File: src/rtl/gray_conv_arbiter.sv
// Round-robin arbiter sharing one registered binary/Gray conversion stage
// among NREQ requesters; results leave through a one-deep valid/ready register.
module gray_conv_arbiter #(
   parameter int NREQ  = 4,
   parameter int WIDTH = 4,
   parameter int IDW   = $clog2(NREQ)
) (
   input  logic                  clk,
   input  logic                  rst_n,
   input  logic [NREQ-1:0]       req_valid,
   input  logic [NREQ*WIDTH-1:0] req_data,
   input  logic [NREQ-1:0]       req_mode,
   output logic [NREQ-1:0]       req_ready,
   output logic                  rsp_valid,
   input  logic                  rsp_ready,
   output logic [WIDTH-1:0]      rsp_data,
   output logic [IDW-1:0]        rsp_id
);

   logic [IDW-1:0]   ptr_reg;
   logic [IDW-1:0]   ptr_next;
   logic             rsp_valid_reg;
   logic [WIDTH-1:0] rsp_data_reg;
   logic [IDW-1:0]   rsp_id_reg;

   logic [WIDTH-1:0] conv [NREQ];
   logic             grant_found;
   logic [IDW-1:0]   grant_idx;
   logic [IDW:0]     scan_sum;
   logic             can_accept;
   logic             accept;

   // Every requester's word is converted in parallel; the grant only selects.
   genvar gi, gb;
   generate
      for (gi = 0; gi < NREQ; gi++) begin : g_conv
         logic [WIDTH-1:0] word;
         logic [WIDTH-1:0] b2g;
         logic [WIDTH-1:0] g2b;
         assign word = req_data[gi*WIDTH +: WIDTH];
         assign b2g  = word ^ (word >> 1);
         for (gb = 0; gb < WIDTH; gb++) begin : g_bit
            assign g2b[gb] = ^(word >> gb);
         end
         assign conv[gi] = req_mode[gi] ? g2b : b2g;
      end
   endgenerate

   // Scan ptr, ptr+1, ... modulo NREQ and keep the first valid requester.
   always_comb begin
      grant_found = 1'b0;
      grant_idx   = '0;
      scan_sum    = '0;
      for (int k = 0; k < NREQ; k++) begin
         scan_sum = {1'b0, ptr_reg} + (IDW+1)'(k);
         if (scan_sum >= (IDW+1)'(NREQ))
            scan_sum = scan_sum - (IDW+1)'(NREQ);
         if (!grant_found && req_valid[scan_sum[IDW-1:0]]) begin
            grant_found = 1'b1;
            grant_idx   = scan_sum[IDW-1:0];
         end
      end
   end

   assign can_accept = !rsp_valid_reg || rsp_ready;
   assign accept     = rst_n && can_accept && grant_found;
   assign req_ready  = accept ? (NREQ'(1) << grant_idx) : '0;
   assign ptr_next   = (grant_idx == IDW'(NREQ-1)) ? '0 : grant_idx + 1'b1;

   always_ff @(posedge clk or negedge rst_n) begin
      if (!rst_n) begin
         ptr_reg       <= '0;
         rsp_valid_reg <= 1'b0;
         rsp_data_reg  <= '0;
         rsp_id_reg    <= '0;
      end else if (accept) begin
         ptr_reg       <= ptr_next;
         rsp_valid_reg <= 1'b1;
         rsp_data_reg  <= conv[grant_idx];
         rsp_id_reg    <= grant_idx;
      end else if (rsp_ready) begin
         rsp_valid_reg <= 1'b0;
      end
   end

   assign rsp_valid = rsp_valid_reg;
   assign rsp_data  = rsp_data_reg;
   assign rsp_id    = rsp_id_reg;

endmodule

File: config.mk
export PLATFORM = sky130hd
export DESIGN_NAME = gray_conv_arbiter
export DESIGN_NICKNAME = d
export VERILOG_FILES = /design/src/rtl/gray_conv_arbiter.sv
export SDC_FILE = /design/constraint.sdc
export NUM_CORES = 1
export LEC_CHECK = 0
export CAP_MARGIN = 15
export CORE_UTILIZATION = 35
export DETAILED_ROUTE_END_ITERATION = 12
export PLACE_DENSITY_LB_ADDON = 0.15
export SYNTH_ARGS = -nofsm -noshare
export SYNTH_HDL_FRONTEND = slang
export SYNTH_SLANG_ARGS = --single-unit
File: constraint.sdc
create_clock -name clk -period 1.68 [get_ports clk]
set_clock_uncertainty 0.15 [all_clocks]
set_input_delay 0.252 -clock clk [delete_from_list [all_inputs] [get_ports clk]]
set_output_delay 0.252 -clock clk [all_outputs]
set_load 0.005 [all_outputs]
Word level (Yosys, flattened, before mapping)
Index checks and enable logic that the tools add are counted.

Add/subtract/negate cells: 8. Order comparisons: 9. Equality and inequality tests: 1. Shift-type cells: 1. Muxes and demuxes: 31. Bitwise operators: 5. Reductions and logical operators: 27.

Operators with widths (count): XOR reduction 4 bit (16); 2-to-1 mux 4 bit (7); 2-to-1 mux 2 bit (9); bitwise XOR 4 x 3 -> 4 bit (4); >= comparator 3 bit (second input constant) (4); < comparator 2 x 3 -> 1 bit (second input constant) (4); 2-to-1 mux 1 bit (10); binary-select mux 1 bit (select 2 bit) (4); binary-select mux 4 bit (select 2 bit) (1); subtractor 2 x 1 -> 2 bit (second input constant) (4); adder 2 x 2 -> 3 bit (second input constant) (2); logical AND 1 bit (5); logical NOT 1 bit (4); << shifter 1 x 2 -> 4 bit (first input constant) (1); adder 2 x 1 -> 3 bit (second input constant) (1); >= comparator 2 x 3 -> 1 bit (second input constant) (1); NOT 2 -> 3 bit (1); adder 2 x 1 -> 2 bit (second input constant) (1); equality test 2 bit (second input constant) (1); nonzero test 2 bit (1); logical OR 1 bit (1).

Register bits after elaboration: 9. Input port bits: 27. Output and inout port bits: 11. Logic and storage cells: 86.

Depth between registers and ports, before layout
Gate-level depths: netlist of the first run.

Depth after elaboration: 18. Depth in mapped cells: 8. Gate-level depth less buffers: 5.

Worst setup path before layout of the first run
Ideal clock, no wire load.

Kind: register to output. Start point: reg ptr_reg[1]. End point: out req_ready[0]. Arrival time: 1.396 ns. Required time: 1.278 ns. Slack: -0.118 ns. Cell stages (with the launch flop): 7. Path buffers: 3. Cell sequence: dfrtp_1 > buf_6 > o32a_1 > and2_1 > buf_6 > buf_6 > nor3_1.

Longest elaborated chain between the ends: 16. Elaborated cells on any way between the ends: 40. Those cells by class: add/sub (7); order compare (4); shift (1); mux (21); reduce/logical (7).

Ends and longest elaborated chain: start: declaration (RTL line 20) `logic [IDW-1:0] ptr_reg;`; start signal: assignment (RTL line 77) `ptr_reg <= ptr_next;`; branches (longest 15 deep; another with adder 2 x 1 -> 3 bit); 2-to-1 mux 4 bit * (RTL line 67) `assign req_ready = accept ? (NREQ'(1) << grant_idx) : '0;`; end: declaration (RTL line 13) `output logic [NREQ-1:0] req_ready,`.

Mark *: on every way between the ends. The select of a mux whose other input is x is not followed.

Final worst setup path of the first run
Start point: reg ptr_reg[0]. End point: out req_ready[2].

Same word-level chain as after synthesis.

==> reports/qor_table.md, run 1 <==
| Group | Metric | Reported |
|:---|:---|:---|
| status | Outcome | complete, but fails checks |
| status | Failing checks | setup timing |
| sta | Final setup violating endpoints | 9 |
| route | First-pass iteration count of the detailed router | 4 |
| logic synthesis | Post-synthesis area per instance | 8.635 um2 |
| route | Total routed wirelength | 2399 um |
| logic synthesis | Leading post-synthesis cells by instance count | sky130_fd_sc_hd__nand2_1, sky130_fd_sc_hd__xnor2_1, sky130_fd_sc_hd__dfrtp_1 |
| logic synthesis | Count of flip-flops with a built-in enable after synthesis | 0 |
| critical path | Start-to-end type of the worst setup path | flip-flop to output pin |
| grt | Total global-route track usage | 21.34% |
| critical path | Category of cells accounting for the largest share of critical-path delay | flip-flops |
| power | Pwr per Cell Area | 912.8 nW/um2 |
| sta | Final worst slack | -0.3356 ns |
| logic synthesis | Share of the yosys chip area belonging to registers | 28.66% |
| flow run | # Max-Cap Violations | 0 |
| critical path | Required time at the endpoint of the critical path | 1.28 ns |
| sta | Unrepaired setup endpoints after global routing | yes |
| grt | Global-route wire length before repair | 3946 um |
| logic synthesis | Net count of the mapped netlist | 118 |
| finish | Area added between synthesis and finish | 91.40% |
| power | Worst voltage drop across the vdd grid | 941.9 uV |
| clocking | TritonCTS clock tree | done |
| logic synthesis | Proportion of synthesized flip-flops having asynchronous set or reset | 100.0% |
| floorplan | Rows | 16 |
| clocking | Maximum level of the CTS H-tree | 1 |
| logic synthesis | Number of storage elements in the synthesis netlist | 9 |
| sta | Setup TNS | -2.346 ns |
| sta | Number of hold-slack violations in the final timing report | 0 |
| sta | Number of slew-limit violations in the final report | 0 |
| critical path | Highest cell delay on the worst timing path | 0.41 ns |
| logic synthesis | Combined area of all synthesized cells | 785.8 um2 |
| sta | Post-route minimum period | 2.016 ns |
| finish | Final layout net count | 188 |
| sta | Hold_ws | 0.2125 ns |
| critical path | Worst setup SP type | flip-flop |
| floorplan | Placeable core region | 2042 um2 |
| route | Wire length per cell after detailed routing | 12.83 um |
| critical path | Maximum fanout count along the critical path | 4 |
| critical path | Endpoint class of the critical path | output pin |
| power | Leakage power of the design | 0.0006781 uW |
| finish | Antenna Cells | 0 |
| placement | Number of buffers inserted by port buffering | 37 |
| floorplan | DIE AREA | 2438 um2 |
| route | Post-DRT Antenna Nets | 0 |
| power | Switching share of total power | 34.80% |
| floorplan | Die Span X | 49.38 um |
| sta | Period Utilization, post-route | 120.0% |
| power | Clk network pwr share | 12.3% |
| sta | Timing-limited maximum frequency | 0.4961 GHz |
| power | Internal power of the cells | 895.1 uW |
| sta | Worst max-slew margin expressed relative to the limit | 81.42% |
| logic synthesis | Count of different cell masters after synthesis | 25 |
| route | Residual DRC count | 0 |
| grt | Vias in the first global route | 969 |
| power | Sequential Power Share | 24.6% |
| logic synthesis | Synthesized instance count | 91 |
| critical path | Crit path buf inv count | 2 |
| critical path | Critical-path top delay cell | sky130_fd_sc_hd__dfrtp_1 |
| clocking | Clock transition at path regs | 0.06 ns |
| floorplan | I/O pin count | 38 |
| logic synthesis | Area leader, netlist | sky130_fd_sc_hd__dfrtp_1 |
| critical path | Worst setup startpoint | ptr_reg[0]$_DFFE_PN0P_ |
| logic synthesis | Most used standard cell by instance count after synthesis | sky130_fd_sc_hd__nand2_1 |
| worst hold path | Worst hold path class | input port to async pin |
| clocking | Clk buf depth | 2 |
| logic synthesis | Top flip-flop cell by instance count after synthesis | sky130_fd_sc_hd__dfrtp_1 |
| clocking | CTS Root Cell | sky130_fd_sc_hd__clkbuf_4 |
| clocking | Cts bufs inserted | 3 |
| critical path | Data arrival time of the critical path | 1.61 ns |
| placement | Final GP Congestion | 0.8094 |
| critical path | Worst-path cell chain | buf_6 > o32a_1 > and2_4 > nor3_2 > buf_2 |
| finish | Number of flip-flops under the largest register name | 4 |
| floorplan | Initial standard-cell utilization of the core | 38.48% |
| power | Part of the total power dissipated in combinational logic | 63.1% |
| finish | Ratio of cells with drive above 1 in the final layout | 36.25% |
| floorplan | Height of the chip | 49.38 um |
| route | Starting DRT DRC Count | 7 |
| logic synthesis | Portion of synthesized cell area occupied by the leading cell type | 28.66% |
| clocking | Count of clock tree sinks | 9 |
| critical path | Crit Reg-Reg Startpoint | ptr_reg[0]$_DFFE_PN0P_ |
| power | Switching component of the power | 477.7 uW |
| route | Vias per std cell | 4.893 |
| logic synthesis | Warnings from Yosys | 0 |
| grt | Number of antenna violations at the first check in global routing | 0 |
| grt | Maximum number of pins on one net before global-route repair | 10 |
| clocking | Clock network latency to the later pin of the worst-skew pair | 0.26 ns |
| sta | Slew at the pin closest to its max-slew limit | 0.2757 ns |
| route | Overall via count from detail_route | 915 |
| logic synthesis | Synth area leaders | sky130_fd_sc_hd__dfrtp_1, sky130_fd_sc_hd__xnor2_1, sky130_fd_sc_hd__nand2_1 |
| grt | Overflow left after global routing | 0 |
| placement | Post-detail-place hpwl | 1766 um |
==> power by group through the flow <==
stage	logic, uW	clock network, uW	registers, uW
final	866	169	338
after global routing	933	192	347
after CTS	809	176	332
after detailed placement	708	0	343
after global placement	700	0	341
after floorplan	383	0	332
==> stage by stage <==
stage | instances | worst slack (ns) | total power [uW] | area (um2) | utilization [%]
2_1_floorplan | 91 | -0.03214 | 715.1 | 818.3 | -
3_3_place_gp | 177 | -0.7645 | 1040 | 1375 | 67.34
3_5_place_dp | 177 | -0.7899 | 1052 | 1375 | 67.34
4_1_cts | 187 | -0.3075 | 1317 | 1459 | 71.45
5_1_grt | 187 | -0.4053 | 1471 | 1504 | 73.65
6_report | 187 | -0.3356 | 1373 | 1504 | 73.65
==> layout by cell type, fill, tap and decap left out, drive strengths merged, types with 2 or more instances in the layout <==
cell,netlist,final
nor2,2,2
nor3,2,2
nand2,20,20
mux2i,7,7
dlygate4sd2,0,3
inv,2,2
clkdlybuf4s50,0,30
a21boi,2,2
buf,4,36
a21oi,2,2
clkbuf,0,4
nor2b,3,3
xor2,8,8
nand3,3,3
dfrtp,9,9
xnor2,13,13
nand2b,2,2
o221ai,3,3
o2111ai,2,2
==> timing repair <==
| action | CTS | global route |
|---|---|---|
| buffers inserted | 6 | 0 |
| endpoints found under the setup margin | 12 | 11 |
| pin swaps | 7 | 2 |
| gates resized for setup | 28 | 11 |
| hold buffers | 0 | 0 |
==> final cells by class <==
cell class / count / area [um2]
Multi-Input combinational cell: 76 / 606.8
Timing Repair Buffer: 69 / 604.3
Fill cell: 169 / 538.0
Sequential cell: 9 / 225.2
Tap cell: 27 / 33.78
Clock buffer: 4 / 26.28
Inverter: 2 / 7.507
==> path summary, 6_finish.rpt <==
check | depth (start not counted) | slack [ns] | end
max reg2reg | 6 | -0.29 | rsp_data[0]$_DFFE_PN0P_
max | 5 | -0.34 | req_ready[2]
min in group clk | 2 | 0.33 | rsp_id[1]$_DFFE_PN0P_
min | 2 | 0.21 | rsp_valid$_DFFE_PN0P_
min reg2reg | 2 | 0.33 | rsp_id[1]$_DFFE_PN0P_
max in group asynchronous | 2 | 1.03 | rsp_id[0]$_DFFE_PN0P_
==> routing by layer <==
metal | track usage, % | vias to the layer above | part of all wire (%)
met1 | 22.24 | 432 | 41
met3 | 5.607 | 4 | 4.2
li1 | - | 451 | -
met2 | 40.18 | 28 | 54
met5 | 0 | - | 0
met4 | 8.095 | 0 | 1.5
==> kinds of logic (layout without fill, tap and decap cells) <==
group	after synthesis	count (layout)	synth area share [%]
simple gates	33	33	18.47
xor+xnor	21	21	23.41
compound gates	15	15	14.65
flops	9	9	28.66
mux	7	7	8.918
buf+inv	6	75	5.890
Power figures use the tool's default switching activity.
==> inputs of run 2 (changes only) <==
SLEW_MARGIN = 25   (was default)
==> results of run 2 <==
No change in the layout: final DEF, timing and power equal those of run 1.
==> inputs of run 3 (changes only) <==
SKIP_LAST_GASP = 1   (was default)
==> run 3 against run 2 <==
Effect of this change: the flow still finishes with violations (setup timing); flip-flop and latch count did not move; worst hold slack lost 0.0021 ns; via count down 0.77%; fmax about the same; critical path depth stayed put; power is 0.16% lower; sequential power about the same; sequential share of layout area is essentially flat; non-clock buffer count did not move; highest routed layer unchanged.
==> reports/qor_table.md, run 3 (synthesis gave the netlist of run 1 again) <==
| Group | Metric | Reported |
|:---|:---|:---|
| placement | Number of buffers inserted by port buffering | 37 |
| status | Failing checks | setup timing |
| placement | Instance area at placement | 1375 um2 |
| flow run | # Max-Cap Violations | 0 |
| route | Residual DRC count | 0 |
| finish | Design Area, Final | 1500 um2 |
| critical path | Data arrival time of the critical path | 1.61 ns |
| floorplan | Die Span X | 49.38 um |
| route | Post-DRT Antenna Nets | 0 |
| floorplan | Height of the chip | 49.38 um |
| finish | Area added between synthesis and finish | 90.92% |
| critical path | Path length in cells of the critical path | 5 |
| clocking | Count of clock tree sinks | 9 |
| finish | Antenna Cells | 0 |
| route | Starting DRT DRC Count | 3 |
| floorplan | DIE AREA | 2438 um2 |
| finish | Area of combinational cells with multiple inputs | 606.8 um2 |
| sta | Worst max-slew margin expressed relative to the limit | 81.38% |
| status | Outcome | complete, but fails checks |
| floorplan | Rows | 16 |
| route | Overall via count from detail_route | 908 |
| critical path | Endpoint class of the critical path | output pin |
| placement | Final GP Congestion | 0.8094 |
| grt | Global-route wire length before repair | 3946 um |
| clocking | CTS Root Cell | sky130_fd_sc_hd__clkbuf_4 |
| route | Total routed wirelength | 2426 um |
| critical path | Category of cells accounting for the largest share of critical-path delay | flip-flops |
| finish | Most frequent cells in the layout | sky130_fd_sc_hd__clkdlybuf4s50_1, sky130_fd_sc_hd__buf_4, sky130_fd_sc_hd__nand2_1 |
| critical path | Highest cell delay on the worst timing path | 0.41 ns |
| finish | Final layout net count | 188 |
| worst hold path | Worst hold path class | input port to async pin |
| placement | DP Worst Slack | -0.7899 ns |
| placement | Post-detail-place hpwl | 1766 um |
| clocking | Maximum level of the CTS H-tree | 1 |
| finish | Storage cell area | 225.2 um2 |
| critical path | Start-to-end type of the worst setup path | flip-flop to output pin |
| critical path | Required time at the endpoint of the critical path | 1.28 ns |
| clocking | Clk buf depth | 2 |
| sta | Final worst slack | -0.3368 ns |
| grt | Number of antenna violations at the first check in global routing | 0 |
| clocking | Cts bufs inserted | 3 |
| critical path | Depth of the worst register-to-register path | 6 |
| power | Leakage power of the design | 0.0006770 uW |
| grt | Total global-route track usage | 21.34% |
| critical path | Worst-path cell chain | buf_6 > o32a_1 > and2_4 > nor3_2 > buf_2 |
| sta | Slew at the pin closest to its max-slew limit | 0.2763 ns |
| critical path | Critical-path top delay cell | sky130_fd_sc_hd__dfrtp_1 |
| sta | Post-route minimum period | 2.017 ns |
| power | Pwr per Cell Area | 913.6 nW/um2 |
| route | Vias per std cell | 4.856 |
| finish | Filler cell count in the final layout | 171 |
| sta | Timing-limited maximum frequency | 0.4958 GHz |
| critical path | Worst setup SP type | flip-flop |
| sta | Unrepaired setup endpoints after global routing | yes |
| clocking | TritonCTS clock tree | done |
| route | First-pass iteration count of the detailed router | 2 |
| grt | Maximum number of pins on one net before global-route repair | 10 |
| floorplan | I/O pin count | 38 |
| floorplan | Placeable core region | 2042 um2 |
| critical path | Maximum fanout count along the critical path | 4 |
| finish | Ratio of cells with drive above 1 in the final layout | 36.25% |
| sta | Period Utilization, post-route | 120.0% |
| route | Wire length per cell after detailed routing | 12.97 um |
| sta | Number of slew-limit violations in the final report | 0 |
| sta | Final setup violating endpoints | 9 |
| grt | Overflow left after global routing | 0 |
| critical path | Crit path buf inv count | 2 |
| clocking | Clock transition at path regs | 0.06 ns |
| clocking | Clock network latency to the later pin of the worst-skew pair | 0.26 ns |
| sta | Number of hold-slack violations in the final timing report | 0 |
| power | Worst voltage drop across the vdd grid | 942.2 uV |
| grt | Vias in the first global route | 969 |
| finish | Number of flip-flops under the largest register name | 4 |
| floorplan | Initial standard-cell utilization of the core | 38.48% |
-- run 3: cell types whose count changed in the layout (fill, tap and decap cells not counted) --
cell                    before  now
sky130_fd_sc_hd__buf_4      29   30
sky130_fd_sc_hd__buf_6       4    3
-- run 3: area by class of cell --
type,count,share of cell area (%)
multi-input combinational,76,40.45
timing repair buffer,69,40.03
sequential,9,15.01
tap,27,2.252
clock buffer,4,1.751
inverter,2,0.5004
-- run 3: final timing paths --
kind                            slack (ns)                   start                       to
worst max-delay path                 -0.34  ptr_reg[0]$_DFFE_PN0P_             req_ready[2]
worst min-delay path                  0.21                   rst_n    rsp_valid$_DFFE_PN0P_
worst max register to register       -0.29  ptr_reg[0]$_DFFE_PN0P_  rsp_data[0]$_DFFE_PN0P_
worst min register to register        0.33   rsp_id[1]$_DFFE_PN0P_    rsp_id[1]$_DFFE_PN0P_
max in group asynchronous             1.03                   rst_n    rsp_id[0]$_DFFE_PN0P_
min in group clk                      0.33   rsp_id[1]$_DFFE_PN0P_    rsp_id[1]$_DFFE_PN0P_
-- run 3: through the flow --
step	power [uW]	hold WS, ns	instances	TNS [ns]	util, %
4_1_cts	1317	0.2105	187	-2.065	71.45
3_5_place_dp	1052	0.3193	177	-6.809	67.34
3_3_place_gp	1040	0.3100	177	-6.612	67.34
2_1_floorplan	715.1	-0.1936	91	-0.1883	-
5_1_grt	1469	0.2090	187	-3.085	73.47
6_report	1371	0.2105	187	-2.371	73.47
-- run 3: timing repair --
action,in CTS,in global routing
setup endpoints to repair,12,11
resized for setup,28,10
pin swaps,7,2
hold buffers,0,0
buffers inserted,6,0
-- run 3: routing by layer --
metal	up-vias	global-route usage, %	share of wire [%]
met1	424	22.24	41
met4	0	8.095	1.8
met3	6	5.607	4.6
met5	-	0	0
met2	28	40.18	53
li1	450	-	-
-- run 3: power breakdown --
part / internal [uW] / switching [uW]
Combinational: 511 / 353
Clock: 91.6 / 77.8
Sequential: 289 / 48.8
